<file path="config.mk">
export PLATFORM = sky130hd
export DESIGN_NAME = watch_set_ctrl
export DESIGN_NICKNAME = d
export VERILOG_FILES = /design/src/rtl/watch_pkg.sv /design/src/rtl/pls_gen.sv /design/src/rtl/watch_set_ctrl.sv
export SDC_FILE = /design/constraint.sdc
export NUM_CORES = 1
export LEC_CHECK = 0
export BUFFER_PORTS_ARGS = -buffer_cell sky130_fd_sc_hd__buf_4
export CAP_MARGIN = 40
export CORE_MARGIN = 2
export CORE_UTILIZATION = 57
export DETAILED_ROUTE_END_ITERATION = 12
export PLACE_DENSITY = 0.77
export SLEW_MARGIN = 20
export SYNTH_ARGS = -nofsm -noshare
export SYNTH_HDL_FRONTEND = slang
export SYNTH_SLANG_ARGS = --single-unit
</file>
<file path="constraint.sdc">
create_clock -name clk -period 2.1 [get_ports clk]
set_input_delay 0.21 -clock clk [delete_from_list [all_inputs] [get_ports clk]]
set_output_delay 0.21 -clock clk [all_outputs]
set_load 0.005 [all_outputs]
</file>
<file path="src/rtl/watch_pkg.sv">
// Shared definitions for the watch set controller: mode encodings,
// default pulse timing and the width of the pulse timing counters.
package watch_pkg;

  typedef enum logic [1:0] {
    M_RUN     = 2'd0,
    M_SET_HR  = 2'd1,
    M_SET_MIN = 2'd2,
    M_SET_SEC = 2'd3
  } mode_e;

  localparam int PW_DEF  = 4;
  localparam int GAP_DEF = 4;

  function automatic int cnt_w(input int pw, input int gap);
    return $clog2((pw > gap) ? pw : gap) + 1;
  endfunction

  localparam int CNT_W = cnt_w(PW_DEF, GAP_DEF);

endpackage

</file>
<file path="src/rtl/pls_gen.sv">
// Fixed-width pulse generator with a minimum low gap and a single pending
// slot for a trigger that arrives while the output is busy.
module pls_gen
  import watch_pkg::*;
#(
  parameter int PW  = PW_DEF,
  parameter int GAP = GAP_DEF,
  localparam int CW = cnt_w(PW, GAP)
) (
  input  logic clk,
  input  logic rst,
  input  logic trig,
  input  logic clr_pend,
  output logic pls,
  output logic busy
);

  logic          gap_q;
  logic          pend_q;
  logic [CW-1:0] cnt_q;
  logic          hi_end;
  logic          gap_end;
  logic          fire;

  assign busy    = pls | gap_q;
  assign hi_end  = pls && (cnt_q == CW'(PW - 1));
  assign gap_end = gap_q && (cnt_q == CW'(GAP - 1));
  // The last gap cycle may launch the next pulse, so no extra idle cycle is added.
  assign fire    = (!busy && trig) || (gap_end && (trig || (pend_q && !clr_pend)));

  always_ff @(posedge clk or negedge rst) begin
    if (!rst) begin
      pls    <= 1'b0;
      gap_q  <= 1'b0;
      pend_q <= 1'b0;
      cnt_q  <= '0;
    end else begin
      if (fire) begin
        pls   <= 1'b1;
        gap_q <= 1'b0;
        cnt_q <= '0;
      end else if (hi_end) begin
        pls   <= 1'b0;
        gap_q <= 1'b1;
        cnt_q <= '0;
      end else if (gap_end) begin
        gap_q <= 1'b0;
        cnt_q <= '0;
      end else if (busy) begin
        cnt_q <= cnt_q + CW'(1);
      end

      if (clr_pend || fire)
        pend_q <= 1'b0;
      else if (trig && busy)
        pend_q <= 1'b1;
    end
  end

endmodule

</file>
<file path="src/rtl/watch_set_ctrl.sv">
// Watch time-setting controller: routes the 1 Hz tick, counter carries and
// the up button to the seconds/minutes/hours pulse inputs depending on mode.
module watch_set_ctrl
  import watch_pkg::*;
#(
  parameter int PW  = PW_DEF,
  parameter int GAP = GAP_DEF
) (
  input  logic       clk,
  input  logic       rst,
  input  logic       tick,
  input  logic       btn_mode,
  input  logic       btn_up,
  input  logic       sec_plso,
  input  logic       min_plso,
  output logic       sec_pls,
  output logic       min_pls,
  output logic       hr_pls,
  output logic       sec_clr,
  output logic [1:0] mode,
  output logic       blink
);

  // bit order: 0 btn_mode, 1 btn_up, 2 sec_plso, 3 min_plso
  logic [3:0] sync_p0, sync_p1, sync_p2;
  logic       mode_ev, up_ev, sec_fall, min_fall;
  logic [3:0] trig;
  logic [3:0] pls_v;
  logic [3:0] busy_v;
  mode_e      mode_q;

  always_ff @(posedge clk or negedge rst) begin
    if (!rst) begin
      sync_p0 <= '0;
      sync_p1 <= '0;
      sync_p2 <= '0;
    end else begin
      sync_p0 <= {min_plso, sec_plso, btn_up, btn_mode};
      sync_p1 <= sync_p0;
      sync_p2 <= sync_p1;
    end
  end

  // Edge detection on the synchronized copies
  assign mode_ev  = sync_p1[0] & ~sync_p2[0];
  assign up_ev    = sync_p1[1] & ~sync_p2[1] & ~mode_ev;
  assign sec_fall = ~sync_p1[2] & sync_p2[2];
  assign min_fall = ~sync_p1[3] & sync_p2[3];

  always_comb begin
    trig    = '0;
    trig[0] = (mode_q == M_RUN) && tick;
    trig[1] = ((mode_q == M_RUN) && sec_fall) || ((mode_q == M_SET_MIN) && up_ev);
    trig[2] = ((mode_q == M_RUN) && min_fall) || ((mode_q == M_SET_HR) && up_ev);
    trig[3] = (mode_q == M_SET_SEC) && up_ev;
  end

  always_ff @(posedge clk or negedge rst) begin
    if (!rst) begin
      mode_q <= M_RUN;
      blink  <= 1'b0;
    end else if (mode_ev) begin
      mode_q <= mode_e'(mode_q + 2'd1);
      blink  <= (mode_q != M_SET_SEC);
    end else if (mode_q == M_RUN) begin
      blink  <= 1'b0;
    end else if (tick) begin
      blink  <= ~blink;
    end
  end

  // Pulse stage: 0 sec_pls, 1 min_pls, 2 hr_pls, 3 sec_clr
  for (genvar i = 0; i < 4; i++) begin : g_pls
    pls_gen #(.PW(PW), .GAP(GAP)) u_pls (
      .clk      (clk),
      .rst      (rst),
      .trig     (trig[i]),
      .clr_pend (mode_ev),
      .pls      (pls_v[i]),
      .busy     (busy_v[i])
    );
  end

  assign sec_pls = pls_v[0];
  assign min_pls = pls_v[1];
  assign hr_pls  = pls_v[2];
  assign sec_clr = pls_v[3];
  assign mode    = mode_q;

endmodule

</file>
; ---- Word-level counts from Yosys, hierarchy flattened
; Cells that the tools add are included.
[totals]
reg_bits = 39
out_inout_bits = 7
input_bits = 7
elab_cells = 163
[classes]
muxes = 47
n_eq_ne = 8
reduce_logical = 67
bitwise = 15
n_addsub = 5
[op_table]
columns = cell, n
row1 = $mux 3, 16
row2 = $mux 1, 31
row3 = $logic_and 1x1->1, 30
row4 = $reduce_bool 2->1, 8
row5 = $reduce_bool 4->1, 4
row6 = $reduce_bool 3->1, 5
row7 = $logic_or 1x1->1, 14
row8 = $add 3x1->3 const B, 4
row9 = $eq 3x2->1 const B, 4
row10 = $not 1->1, 6
row11 = $and 1x1->1, 5
row12 = $logic_not 1->1, 5
row13 = $eq 2x2->1 const B, 2
row14 = $or 1x1->1, 4
row15 = $add 2x1->2 const B, 1
row16 = $eq 2x1->1 const B, 1
row17 = $logic_not 2->1, 1
row18 = $ne 2x2->1 const B, 1

; ---- Logic depth before layout (Yosys ltp)
[depth]
ltp_word = 11
mapped_depth = 6
ltp_nobuf = 6

; ---- By module
; Synthesis repeated with hierarchy kept, for this count alone.
[unflattened]
hier_cells = 157
area_unflattened_um2 = 1860.5
[by_module_without_submodules]
columns = mod, seq_area_each_um2, cells_per_inst, area_per_inst_um2, n_inst
row1 = pls_gen, 150.1, 30, 324.1, 4
row2 = watch_set_ctrl, 375.4, 37, 564.3, 1

; ---- Least setup slack after synthesis
; Ideal clock, no wire load.
[synth_timing]
path_type = flip-flop to flip-flop
startpoint = register mode_q[0], in the netlist mode[0]
endpoint = register g_pls[2].u_pls.pls
arrival_ns = 1.433
path_slack_ns = 0.543
period_less_slack_ns = 1.557
path_buffers = 0
path_stages_with_launch = 7
required_ns = 1.976
setup_time_ns = 0.124
path_cell_list = dfrtp_1 inv_1 ha_1 and3b_4 a31oi_4 a21oi_2 a211o_1
[synth_between]
elab_chain_len = 7
elab_cells_between_ends = 11
cone_classes = eq/ne (1) / mux (1) / reduce/logical (9)
[synth_lines]
columns = item, line_no
row1 = from (decl), watch_set_ctrl.sv:30  ; mode_e mode_q;
row2 = from (signal assigned), watch_set_ctrl.sv:63  ; mode_q <= mode_e'(mode_q + 2'd1);
row3 = $eq 2x1->1 / $logic_not 2->1 (equally long branches), watch_set_ctrl.sv:54  ; trig[2] = ((mode_q == M_RUN) && min_fall) || ((mode_q == M_SET_HR) && up_ev);
row4 = $logic_and 1x1->1, watch_set_ctrl.sv:54
row5 = $logic_or 1x1->1 *, watch_set_ctrl.sv:54
row6 = $logic_or 1x1->1, pls_gen.sv:29  ; assign fire = (!busy && trig) || (gap_end && (trig || (pend_q && !clr_pend)));
row7 = $logic_and 1x1->1, pls_gen.sv:29
row8 = $logic_or 1x1->1 *, pls_gen.sv:29
row9 = $mux 1 / $reduce_bool 2->1 (equally long branches), n/a
row10 = to (signal assigned), pls_gen.sv:33  ; pls <= 1'b0;
row11 = to (signal assigned), pls_gen.sv:39  ; pls <= 1'b1;
row12 = to (signal assigned), pls_gen.sv:43  ; pls <= 1'b0;
row13 = to (decl), pls_gen.sv:14  ; output logic pls,
; Mark *: on every way between the ends. The rest lies on a longest branch, timed or not.
; A chain may end at the register's enable or synchronous reset.

; ---- Worst setup path after layout
; Ends and elaborated chain as after synthesis.

==> metrics.csv <==
metric;value;unit
fin_setup_tns;0;ns
cts_setup_buffers;0;
fmax;0.585;GHz
synth_ff_type;dfrtp_1;
worstSkewPairLatency;0.34;ns
io_buffers;13;
synthTopCellsByArea;dfrtp_1, ha_1, nor2b_1, o21ai_0, nor2_1;
switching_share;35.6;%
grt_first_pass_wirelength;5140;um
area_growth_syn_to_layout;16.0;%
start_util;60.2;%
die_w;58.2;um
seq_area_frac_synth;58.3;%
hold_class;in2reg;
ir_worst_vdd;1.09;mV
hold_viol_final;0;
globalRouteOverflowTotal;0;
leakage;0.912;nW
final_max_slew_viol_count;0;
rsz0062_at_grt;no;
grt_pass1_vias;1192;
die-area;3390;um^2
p_sw;0.000952;W
synth-seq-cells;39;
fin_crit;1.71;ns
postSynthAreaPerCell;11.4;um^2
cp.arrival;1.94;ns
crit_path_max_fanout;6;
numCtsBuffers;5;
dp_slack;0.425;ns
finalCritPeriodShare;81.5;%
dp_hpwl;2120;um
synth_top_area_share;58.3;%
drc_errors;0;
final_nets;186;
drt_wl_total;3000;um
synth_top_cell_by_area;dfrtp_1;
vias;1175;
fillerInstances;200;
final_util;69.8;%
power_density;1380;nW/um^2
antenna_cells;0;
intPower;0.00172;W
p_comb_share;36.8;%
synth_common_cells;dfrtp_1, nor2_1, nand2_1, o21ai_0, nor2b_1;
cp.required;2.33;ns
yosys_warnings;0;
grt_util_all_layers;20.7;%
cts_buffer_depth;2;
pwr-share-clk;19.2;%
synth_nets;162;
core_area;2780;um^2
cp-end-kind;flop;
drt_iter0_markers;56;
setup_viol;0;
cts_tree;done;
worst_slack;0.389;ns
dpl-instance-area;1810;um^2
layout-drive-gt1-share;16.3;%
ios;14;
grt_max_degree;40;
synth_enable_flop_cells;0;
seq_power_share;44.1;%
status;complete, no violations;
yosys.cell_count.top_type;dfrtp_1;
whs;0.201;ns
max_slew.worst_pin.slew;0.467;ns
synthCells;147;
synth.cell_area;1670;um^2
stdcell_area;1940;um^2
dr.pass1.iters;4;
fp-row-count;19;
ys_async_sr_fraction;100;%
htreeDepth;2;
wl_per_cell;14.8;um
detail-route-antenna-nets;0;
clock_skew;0.0142;ns
synth_cell_type_count;35;
clock-root-buffer;clkbuf_4;
vias_per_cell;5.79;
gp_congestion;0.798;
path_clk_slew;0.12;ns
critical_path_class;reg2reg;
max_slew_margin;68.9;%
die_h;58.2;um
grt_antenna_before_repair;0;
cp-start-kind;flop;
cap_violations;0;
numClockSinks;39;
[placed cells by master (no fill, tap or decap), drive strengths merged, types with 5 or more instances in the layout]
cell and count:
clkbuf 6, nor3 8, dfrtp 39, inv 6, dlygate4sd3 5, nor2 13
a21oi 9, o21ai 11, ha 8, nor2b 10, buf 13, nand2 12
[per-layer routing]
metal  wire (um)  vias up  GRT usage (%)
li1            -      566              -
met1        1310      563           23.1
met2        1470       35           35.1
met3         143       11           8.26
met4          75        0           8.97
met5           0        -              0
[power by group through the flow]
stage,logic (W),registers [W],clock network (W)
detailed placement,0.000971,0.00118,0
finish,0.000981,0.00118,0.000511
global route,0.00111,0.00120,0.000566
floorplan,0.000681,0.00114,0
global placement,0.000898,0.00116,0
CTS,0.000990,0.00117,0.000526
[state kept, by name, summed over array words and instances (netlist names)]
register and flops:
sync_p2 4, g_pls.u_pls.gap_q 4, g_pls.u_pls.pend_q 4, mode 2
sync_p0 4, blink 1, g_pls.u_pls.cnt_q 12, g_pls.u_pls.pls 4
sync_p1 4
[metrics by stage]
stage,total power [W],cells
after global placement,0.00206,190
after floorplan,0.00183,147
after detailed placement,0.00215,190
after CTS,0.00269,203
final,0.00267,203
after global routing,0.00288,203
[critical path: stages (launching register included)]
cell and delay (ns):
dfrtp_1 0.43, inv_1 0.11, ha_1 0.26, and3b_4 0.21, a31oi_4 0.22, a21oi_2 0.10
a211o_1 0.27
[final timing paths]
kind / slack [ns] / end / cells after the start / startpoint
min in group asynchronous: 0.35 / g_pls[0].u_pls.gap_q / 2 / rst
min reg2reg: 0.36 / sync_p1[0] / 0 / sync_p0[0]
max reg2reg: 0.39 / g_pls[2].u_pls.pls / 6 / mode[0]
max in group asynchronous: 1.41 / sync_p0[0] / 2 / rst
min: 0.20 / g_pls[0].u_pls.pend_q / 3 / tick
max: 0.39 / g_pls[2].u_pls.pls / 6 / mode[0]
[area by class of cell]
type | count | area, um^2 | share of cell area [%]
Sequential cell | 39 | 976 | 50.3
Inverter | 6 | 22.5 | 1.16
Multi-Input combinational cell | 101 | 671 | 34.5
Clock inverter | 2 | 35.0 | 1.80
Timing Repair Buffer | 18 | 148 | 7.60
Clock buffer | 6 | 51.3 | 2.64
Tap cell | 31 | 38.8 | 2.00
[cell families after synthesis]
logic type      Yosys count  share of synthesized area, %
simple gates             55                          17.6
flops                    39                          58.3
compound gates           35                          14.8
fa+ha+maj                 8                          5.98
buf+inv                   7                          1.64
xor+xnor                  2                          1.05
mux                       1                         0.598
[repair_timing]
item / 4_1_cts / 5_1_grt
resized for setup: 0 / 0
hold endpoints to repair: 43 / 0
hold buffers: 5 / 0
Note: power is estimated with default switching activity, not from simulation.
